===== src/rtl/cpu_types.sv =====
// Shared CPU types: write-back select, load funct3 codes and the
// control bundle carried into the write-back stage.
package cpu_types;

    typedef enum logic [1:0] {
        WB_ALU = 2'd0,
        WB_MEM = 2'd1,
        WB_PC4 = 2'd2
    } wb_sel_t;

    localparam logic [2:0] F3_LB  = 3'b000;
    localparam logic [2:0] F3_LH  = 3'b001;
    localparam logic [2:0] F3_LW  = 3'b010;
    localparam logic [2:0] F3_LBU = 3'b100;
    localparam logic [2:0] F3_LHU = 3'b101;

    typedef struct packed {
        logic    reg_write;
        wb_sel_t wb_sel;
    } ctrl_t;

endpackage


===== src/rtl/load_extend.sv =====
// Load lane selection, sign/zero extension and misalignment flag.
// Purely combinational; off is the low two bits of the load address.
module load_extend
    import cpu_types::*;
(
    input  wb_sel_t     wb_sel,
    input  logic [2:0]  funct3,
    input  logic [1:0]  off,
    input  logic [31:0] rdata,
    output logic [31:0] ext,
    output logic        misaligned
);

    logic [7:0]  byte_v;
    logic [15:0] half_v;

    // Pick the addressed lane and extend it according to funct3.
    always_comb begin
        byte_v = rdata[{off, 3'b000} +: 8];
        half_v = rdata[{off[1], 4'b0000} +: 16];
        unique case (funct3)
            F3_LB:   ext = {{24{byte_v[7]}}, byte_v};
            F3_LBU:  ext = {24'h0, byte_v};
            F3_LH:   ext = {{16{half_v[15]}}, half_v};
            F3_LHU:  ext = {16'h0, half_v};
            default: ext = rdata;
        endcase
    end

    // Halfword loads need even addresses, word loads word-aligned ones.
    always_comb begin
        misaligned = 1'b0;
        if (wb_sel == WB_MEM) begin
            if ((funct3 == F3_LH || funct3 == F3_LHU) && off[0])
                misaligned = 1'b1;
            if (funct3 == F3_LW && off != 2'b00)
                misaligned = 1'b1;
        end
    end

endmodule


===== src/rtl/wb_regfile.sv =====
// Write-back stage and integer register file (x1..x31) with optional
// same-cycle write-to-read bypass and a retired-instruction counter.
module wb_regfile
    import cpu_types::*;
#(
    parameter int INSTRET_W = 64,
    parameter bit BYPASS    = 1'b1
) (
    input  logic                 clk,
    input  logic                 reset,
    input  logic                 wb_valid,
    input  ctrl_t                wb_ctrl,
    input  logic [31:0]          wb_alu_out,
    input  logic [31:0]          wb_rdata,
    input  logic [4:0]           wb_rd,
    input  logic [31:0]          wb_pc_plus4,
    input  logic [2:0]           wb_funct3,
    input  logic [4:0]           id_rs1,
    input  logic [4:0]           id_rs2,
    output logic [31:0]          id_rs1_data,
    output logic [31:0]          id_rs2_data,
    output logic [31:0]          wb_result,
    output logic                 wb_misaligned,
    output logic [INSTRET_W-1:0] instret
);

    logic [31:0]          load_ext;
    logic                 load_mis;
    logic                 we;
    logic [31:0]          regs_q [31:1];
    logic [31:0]          regs_d [31:1];
    logic [INSTRET_W-1:0] instret_q;
    logic [INSTRET_W-1:0] instret_d;
    logic [31:0]          rs1_raw;
    logic [31:0]          rs2_raw;

    load_extend u_load_extend (
        .wb_sel     (wb_ctrl.wb_sel),
        .funct3     (wb_funct3),
        .off        (wb_alu_out[1:0]),
        .rdata      (wb_rdata),
        .ext        (load_ext),
        .misaligned (load_mis)
    );

    assign wb_misaligned = load_mis;

    // Select the value being written back; unknown selects fall to ALU.
    always_comb begin
        unique case (wb_ctrl.wb_sel)
            WB_MEM:  wb_result = load_ext;
            WB_PC4:  wb_result = wb_pc_plus4;
            default: wb_result = wb_alu_out;
        endcase
    end

    // A misaligned load retires but must not corrupt its destination.
    assign we = wb_valid & wb_ctrl.reg_write
              & (wb_rd != 5'd0) & ~load_mis;

    // Next register and counter state.
    always_comb begin
        for (int i = 1; i < 32; i++)
            regs_d[i] = (we && wb_rd == 5'(i)) ? wb_result : regs_q[i];
        instret_d = wb_valid ? instret_q + 1'b1 : instret_q;
    end

    // State registers, cleared asynchronously while reset is low.
    always_ff @(posedge clk or negedge reset) begin
        if (!reset) begin
            regs_q    <= '{default: '0};
            instret_q <= '0;
        end else begin
            regs_q    <= regs_d;
            instret_q <= instret_d;
        end
    end

    // Zero-latency read muxes; index 0 never matches, so x0 reads 0.
    always_comb begin
        rs1_raw = '0;
        rs2_raw = '0;
        for (int i = 1; i < 32; i++) begin
            if (id_rs1 == 5'(i)) rs1_raw = regs_q[i];
            if (id_rs2 == 5'(i)) rs2_raw = regs_q[i];
        end
    end

    // Forward the in-flight write to a matching read port.
    always_comb begin
        id_rs1_data = rs1_raw;
        id_rs2_data = rs2_raw;
        if (BYPASS && we && id_rs1 == wb_rd) id_rs1_data = wb_result;
        if (BYPASS && we && id_rs2 == wb_rd) id_rs2_data = wb_result;
    end

    assign instret = instret_q;

endmodule


===== config.mk =====
export PLATFORM = sky130hd
export DESIGN_NAME = wb_regfile
export DESIGN_NICKNAME = d
export VERILOG_FILES = /design/src/rtl/cpu_types.sv /design/src/rtl/load_extend.sv /design/src/rtl/wb_regfile.sv
export SDC_FILE = /design/constraint.sdc
export NUM_CORES = 2
export LEC_CHECK = 0
export ABC_AREA = 1
export BUFFER_PORTS_ARGS = -buffer_cell sky130_fd_sc_hd__buf_4
export CAP_MARGIN = 20
export CORE_MARGIN = 2
export CORE_UTILIZATION = 39
export CTS_BUF_LIST = sky130_fd_sc_hd__clkbuf_4 sky130_fd_sc_hd__clkbuf_8 sky130_fd_sc_hd__clkbuf_16
export CTS_CLUSTER_SIZE = 10
export DETAILED_ROUTE_END_ITERATION = 12
export GPL_TIMING_DRIVEN = 0
export PLACE_DENSITY = 0.54
export REMOVE_ABC_BUFFERS = 1
export SETUP_SLACK_MARGIN = 0.4
export SYNTH_ARGS = -nofsm -noshare
export SYNTH_HDL_FRONTEND = slang
export SYNTH_SLANG_ARGS = --single-unit
export TNS_END_PERCENT = 5

===== constraint.sdc =====
create_clock -name clk -period 3.1 [get_ports clk]
set_input_delay 0.62 -clock clk [delete_from_list [all_inputs] [get_ports clk]]
set_output_delay 0.62 -clock clk [all_outputs]
set_load 0.05 [all_outputs]

=== Yosys cells after proc, flatten, opt, wreduce, memory -nomap -nowiden ===
Cells that the tools add are included.

* Add/sub/neg operators: 1
* Multipliers: 0
* Divide/modulo/power cells: 0
* Magnitude comparators: 0
* Equal/unequal tests: 101
* Shift operators: 2
* Muxes and demuxes: 69
* Bitwise gates (word level): 4
* Reduce and logical (&&, ||, !) cells: 39

{| class="wikitable"
|+ Operators with widths
! cell !! number
|-
| $mux 32 || 64
|-
| $eq 5x5->1 const B || 48
|-
| $pmux 32 s4 || 1
|-
| $eq 5x4->1 const B || 24
|-
| $add 64x1->64 const B || 1
|-
| $pmux 32 s2 || 1
|-
| $eq 5x3->1 const B || 12
|-
| $logic_and 1x1->1 || 35
|-
| $shiftx 32x6->16 || 1
|-
| $shiftx 32x6->8 || 1
|-
| $eq 5x2->1 const B || 6
|-
| $eq 5x1->1 const B || 3
|-
| $eq 5x5->1 || 2
|-
| $eq 3x3->1 const B || 2
|-
| $reduce_bool 5->1 || 1
|-
| $and 1x1->1 || 3
|-
| $eq 3x1->1 const B || 1
|-
| $eq 3x2->1 const B || 1
|-
| $logic_not 3->1 || 1
|-
| $mux 1 || 3
|-
| $eq 2x1->1 const B || 1
|-
| $eq 2x2->1 const B || 1
|-
| $reduce_bool 2->1 || 1
|-
| $logic_or 1x1->1 || 1
|-
| $not 1->1 || 1
|}

* Register bits after elaboration: 1,056
* Latch bits: 0
* RAM bits: 0
* Memory bits (read-only): 0
* Memories kept: 0

=== Depth between registers and ports, before layout ===
* Depth in word-level cells: 33
* Mapped depth: 25

=== By module ===
A second synthesis with hierarchy kept.

* Cell total of the unflattened synthesis: 8,079
* Area, all modules: 56,902.1 um2

{| class="wikitable"
|+ By module, submodules not included
! module !! times used !! cells each !! area each (um2) !! sequential area each (um2)
|-
| wb_regfile || 1 || 7,894 || 55,909.9 || 26,425.3
|-
| load_extend || 1 || 185 || 992.2 || 0.0
|}

=== Worst setup path before layout ===
Ideal clock, no wire load.

* Path kind: input -> output
* From: input port wb_funct3[0]
* To: output port id_rs2_data[12]
* Data arrival time: 3.406 ns
* Required time: 2.480 ns
* Path slack: -0.926 ns
* Stages: 11
* Path buffers: 3
* Path through: buf_2 -> inv_1 -> nor2_1 -> nand2_1 -> a21oi_1 -> nor2_1 -> nand2_1 -> clkbuf_1 -> clkbuf_1 -> nor2_1 -> nor2_1

* Word-level cells in the longest chain between the ends: 10
* Elaborated cells between the ends (all ways): 17
* Those cells by class: 4 x eq/ne; 6 x mux; 2 x bitwise; 5 x reduce/logical

{| class="wikitable"
|+ RTL lines
! element !! RTL line !! text
|-
| start, declared || wb_regfile.sv:17 || <nowiki>input logic [2:0] wb_funct3,</nowiki>
|-
| $eq 3x1->1 / $eq 3x3->1 (equally long branches) || load_extend.sv:34 || <nowiki>if ((funct3 == F3_LH || funct3 == F3_LHU) && off[0])</nowiki>
|-
| $logic_or 1x1->1 || load_extend.sv:34 ||
|-
| $logic_and 1x1->1 || load_extend.sv:34 ||
|-
| $mux 1 || load_extend.sv:34 ||
|-
| $mux 1 * || load_extend.sv:36 || <nowiki>if (funct3 == F3_LW && off != 2'b00)</nowiki>
|-
| $mux 1 * || load_extend.sv:33 || <nowiki>if (wb_sel == WB_MEM) begin</nowiki>
|-
| via wb_misaligned || wb_regfile.sv:23 || <nowiki>output logic wb_misaligned,</nowiki>
|-
| $not 1->1 * || wb_regfile.sv:59 || <nowiki>& (wb_rd != 5'd0) & ~load_mis;</nowiki>
|-
| $and 1x1->1 * || wb_regfile.sv:59 ||
|-
| $logic_and 1x1->1 * || wb_regfile.sv:94 || <nowiki>if (BYPASS && we && id_rs2 == wb_rd) id_rs2_data = wb_result;</nowiki>
|-
| $mux 32 * || wb_regfile.sv:94 ||
|-
| end, declared || wb_regfile.sv:21 || <nowiki>output logic [31:0] id_rs2_data,</nowiki>
|}

The timed path passes the listed nets; every way through them passes the cells marked *.

=== Final worst setup path ===
* From: input port id_rs1[3]
* To: output port id_rs1_data[23]

* Word-level cells in the longest chain between the ends: 33
* Elaborated cells between the ends (all ways): 65
* Those cells by class: 32 x eq/ne; 32 x mux; 1 x reduce/logical

{| class="wikitable"
|+ RTL lines
! element !! RTL line !! text
|-
| start, declared || wb_regfile.sv:18 || <nowiki>input logic [4:0] id_rs1,</nowiki>
|-
| $eq 5x1->1 || wb_regfile.sv:84 || <nowiki>if (id_rs1 == 5'(i)) rs1_raw = regs_q[i];</nowiki>
|-
| $mux 32 (31 in a row) || wb_regfile.sv:84 ||
|-
| $mux 32 * || wb_regfile.sv:93 || <nowiki>if (BYPASS && we && id_rs1 == wb_rd) id_rs1_data = wb_result;</nowiki>
|-
| end, declared || wb_regfile.sv:20 || <nowiki>output logic [31:0] id_rs1_data,</nowiki>
|}

Every way passes the cells marked *; elsewhere a longest branch is shown, timed or not.

==> results.py <==
metrics = {
    "floorplanning": {
        "io_pins": 281,
        "rows": 139,
        "die_height_um": 383.2,
        "design.core.area_sq_mm": 0.1431,
        "start_util": 0.3919,
        "design.die.area_sq_mm": 0.1469,
        "die_w_um": 383.2,
    },
    "critical_path": {
        "crit_path_max_incr_delay_ps": 250,
        "critPathMostFrequentCell": "nand4_1",
        "r2r_cells": 8,
        "critPathLaunch": "id_rs1[3]",
        "reg2reg_to": "instret[56]$_DFFE_PN0P_",
        "critPathKind": "in2out",
        "crit_buf_inv": 6,
        "required_ps": 2480,
        "r2r-start": "instret[22]$_DFFE_PN0P_",
        "crit_family": "simple AND/OR/NAND/NOR gates",
        "cp-end-kind": "output port",
        "crit_path_end": "id_rs1_data[23]",
        "cp_data_arrival_time_ps": 3700,
        "r2r_slack_ps": 300,
        "slowest_stage": "nand4_1",
        "worstSetupStartpointType": "primary input",
        "cp.depth": 25,
        "path_max_fanout": 6,
    },
    "clock_network": {
        "cts-root-buf": "clkbuf_16",
        "insertion_delay_ps": 760,
        "cts.sinks": 1056,
        "cts_tree": "yes",
        "clkTransAtPathRegs_ps": 60,
        "numCtsBuffers": 130,
        "cts_max_path_buffers": 3,
        "htree_num_levels": 4,
    },
    "route": {
        "ant_nets": 0,
        "vias": 55010,
        "via_per_inst": 5.435,
        "wl_um": 216000,
        "avgRoutedWirePerCell_um": 21.34,
        "drc_errors": 0,
        "drt-initial-drc-count": 6201,
        "dr.pass1.iters": 6,
    },
    "synthesis": {
        "ys.flop_type": "dfrtp_1",
        "ys_ff_latch": 1056,
        "synth_edf_count": 0,
        "ys_types": 42,
        "ys_warn_count": 0,
        "yosysSeqAreaShare": 0.4711,
        "synth_area_sq_mm": 0.05609,
        "syn_inst": 7950,
        "ys_async_sr_fraction": 1.000,
        "avgSynthCellArea_sq_um": 7.055,
    },
    "outcome": {
        "status": "finished with violations",
        "violations": "hold timing, setup timing",
    },
    "sta": {
        "fmax_mhz": 231.2,
        "setup-violations-final": 452,
        "period_minus_slack_ps": 4325,
        "finalHoldViolCount": 135,
        "fin_worst_skew_ps": 10.54,
        "maxSlewHeadroom": 0.3111,
        "worst_pin_slew_ps": 1029,
        "hold_ws_ps": -179.7,
        "slew_violations": 0,
        "setup_ws_ps": -1225,
        "fin_crit_sh": 1.395,
        "grt_setup_unrepaired": "true",
    },
    "placement": {
        "dp_slack_ps": -2520,
        "io_buffers": 280,
        "dpl.hpwl_um": 139000,
        "routabilityCongestion": 0.8782,
        "placed_area_sq_mm": 0.06170,
    },
    "flow_run": {
        "maxCapViolCount": 0,
    },
    "power_and_ir_drop": {
        "total_power_mw": 38.62,
        "p_leak_nw": 30.81,
        "powerDensity_mw_per_mm2": 558.1,
        "ir_drop_uv": 518.9,
    },
    "global_route": {
        "grt_pass1_vias": 51950,
        "grt_pass1_wl_um": 326800,
        "grt_max_degree": 152,
        "antenna_found_initial": 5,
        "overflow": 0,
        "grt_usage": 0.2891,
    },
    "cells_and_area": {
        "drive_gt1_frac": 0.1455,
        "final.fill_count": 14090,
        "area_growth_syn_to_layout_pct": 23.36,
        "layout.nets": 8281,
        "final_area_sq_mm": 0.06919,
        "ff_latch_area_sq_mm": 0.02643,
        "final_cell_mix": "nand2_1 (2730), o21ai_0 (1077), dfrtp_1 (1056)",
        "final_common_cell": "nand2_1",
        "multi_input_area_sq_mm": 0.02713,
    },
    "min_path": {
        "hold_path.class": "in2async",
    },
}
## cell families (layout without fill, tap and decap cells)
| kind of cell | after synthesis | count (layout) | synth area share |
|---|---|---|---|
| AOI/OAI and AO/OA | 1284 | 1285 | 0.1151 |
| xor gates and xnor gates | 66 | 66 | 0.01031 |
| adders and majority gates | 3 | 3 | 0.0006693 |
| buffers and inverters | 1080 | 1338 | 0.07411 |
| DFF | 1056 | 1056 | 0.4711 |
| muxes | 3 | 3 | 0.0005354 |
| other | 0 | 4 | 0 |
| and+or+nand+nor | 4458 | 4462 | 0.3281 |
## layout make-up
| class | instances | area share |
|---|---|---|
| clock inverters | 11 | 0.001139 |
| inverters | 572 | 0.03385 |
| clock buffers | 176 | 0.05427 |
| diodes | 4 | 0.0001447 |
| flip-flops and latches | 1056 | 0.3819 |
| repair buffers | 573 | 0.1015 |
| well taps | 1903 | 0.03441 |
| multi-input cells | 5819 | 0.3922 |
| repair inverters | 6 | 0.0006329 |
## layer usage
layer,GRT usage,vias to the layer above,wire [um],share of wire
met5,0,-,25,0.00012
met4,0.09682,4,7089,0.033
met3,0.06073,399,18710,0.087
met2,0.4394,2267,94180,0.44
met1,0.4082,26380,95950,0.44
li1,-,25960,-,-
## synthesized netlist by cell type (5+ instances only)
cell      instances  share of area
nand3_2           5        0.00089
buf_4             5        0.00067
xnor2_1          14         0.0022
xor2_1           52         0.0081
nor3_1           50         0.0045
or2_1             7        0.00078
nor2_1          908          0.061
inv_2            17         0.0011
nand2_1        2829           0.19
nand3_1          96         0.0086
nor2_2            6        0.00067
o21ai_0        1124           0.10
nor4_1           19         0.0021
clkinv_1          5        0.00033
or2_2            25         0.0028
clkbuf_1        436          0.029
a21oi_1         131          0.012
inv_1           549          0.037
dfrtp_1        1056           0.47
o21ai_1          17         0.0015
buf_2            58         0.0052
buf_1             7        0.00047
nand4_1         496          0.055
## through the flow
step	std cells	setup TNS, ps	utilization
6_report	10120	-111140	0.4834
5_1_grt	10120	-208660	0.4833
4_1_cts	10100	-92150	0.4782
3_5_place_dp	9748	-1548050	0.4311
3_3_place_gp	9625	-	0.4092
2_1_floorplan	7442	-788220	-
## state kept, by name, summed over array words and instances (netlist names)
register and cells:
instret 64, regs_q 992
## worst min path at each step
stage,start,to,slack [ps],cells after the start
4_1_cts,reset,regs_q[244]$_DFFE_PN0P_,-140,1
5_1_grt,reset,regs_q[244]$_DFFE_PN0P_,-140,1
3_5_place_dp,regs_q[204]$_DFFE_PN0P_,regs_q[204]$_DFFE_PN0P_,470,2
6_report,reset,regs_q[244]$_DFFE_PN0P_,-180,1
3_3_place_gp,regs_q[212]$_DFFE_PN0P_,regs_q[212]$_DFFE_PN0P_,470,2
2_1_floorplan,reset,instret[0]$_DFFE_PN0P_,320,0
## what timing repair did
action / 4_1_cts / 5_1_grt
buffers inserted: 142 / 18
gates cloned: 19 / 2
pin swaps: 148 / 158
setup endpoints to repair: 1195 / 1207
resized for setup: 350 / 163
endpoints found under the hold margin: 135 / 129
## report_power, final
| part | switching, mW | internal (mW) | leakage (nW) |
|---|---|---|---|
| sequential | 1.46 | 15.7 | 14.1 |
| clock | 5.94 | 8.35 | 1.92 |
| combinational | 4.80 | 2.37 | 14.8 |
Note: power is estimated with default switching activity, not from simulation.
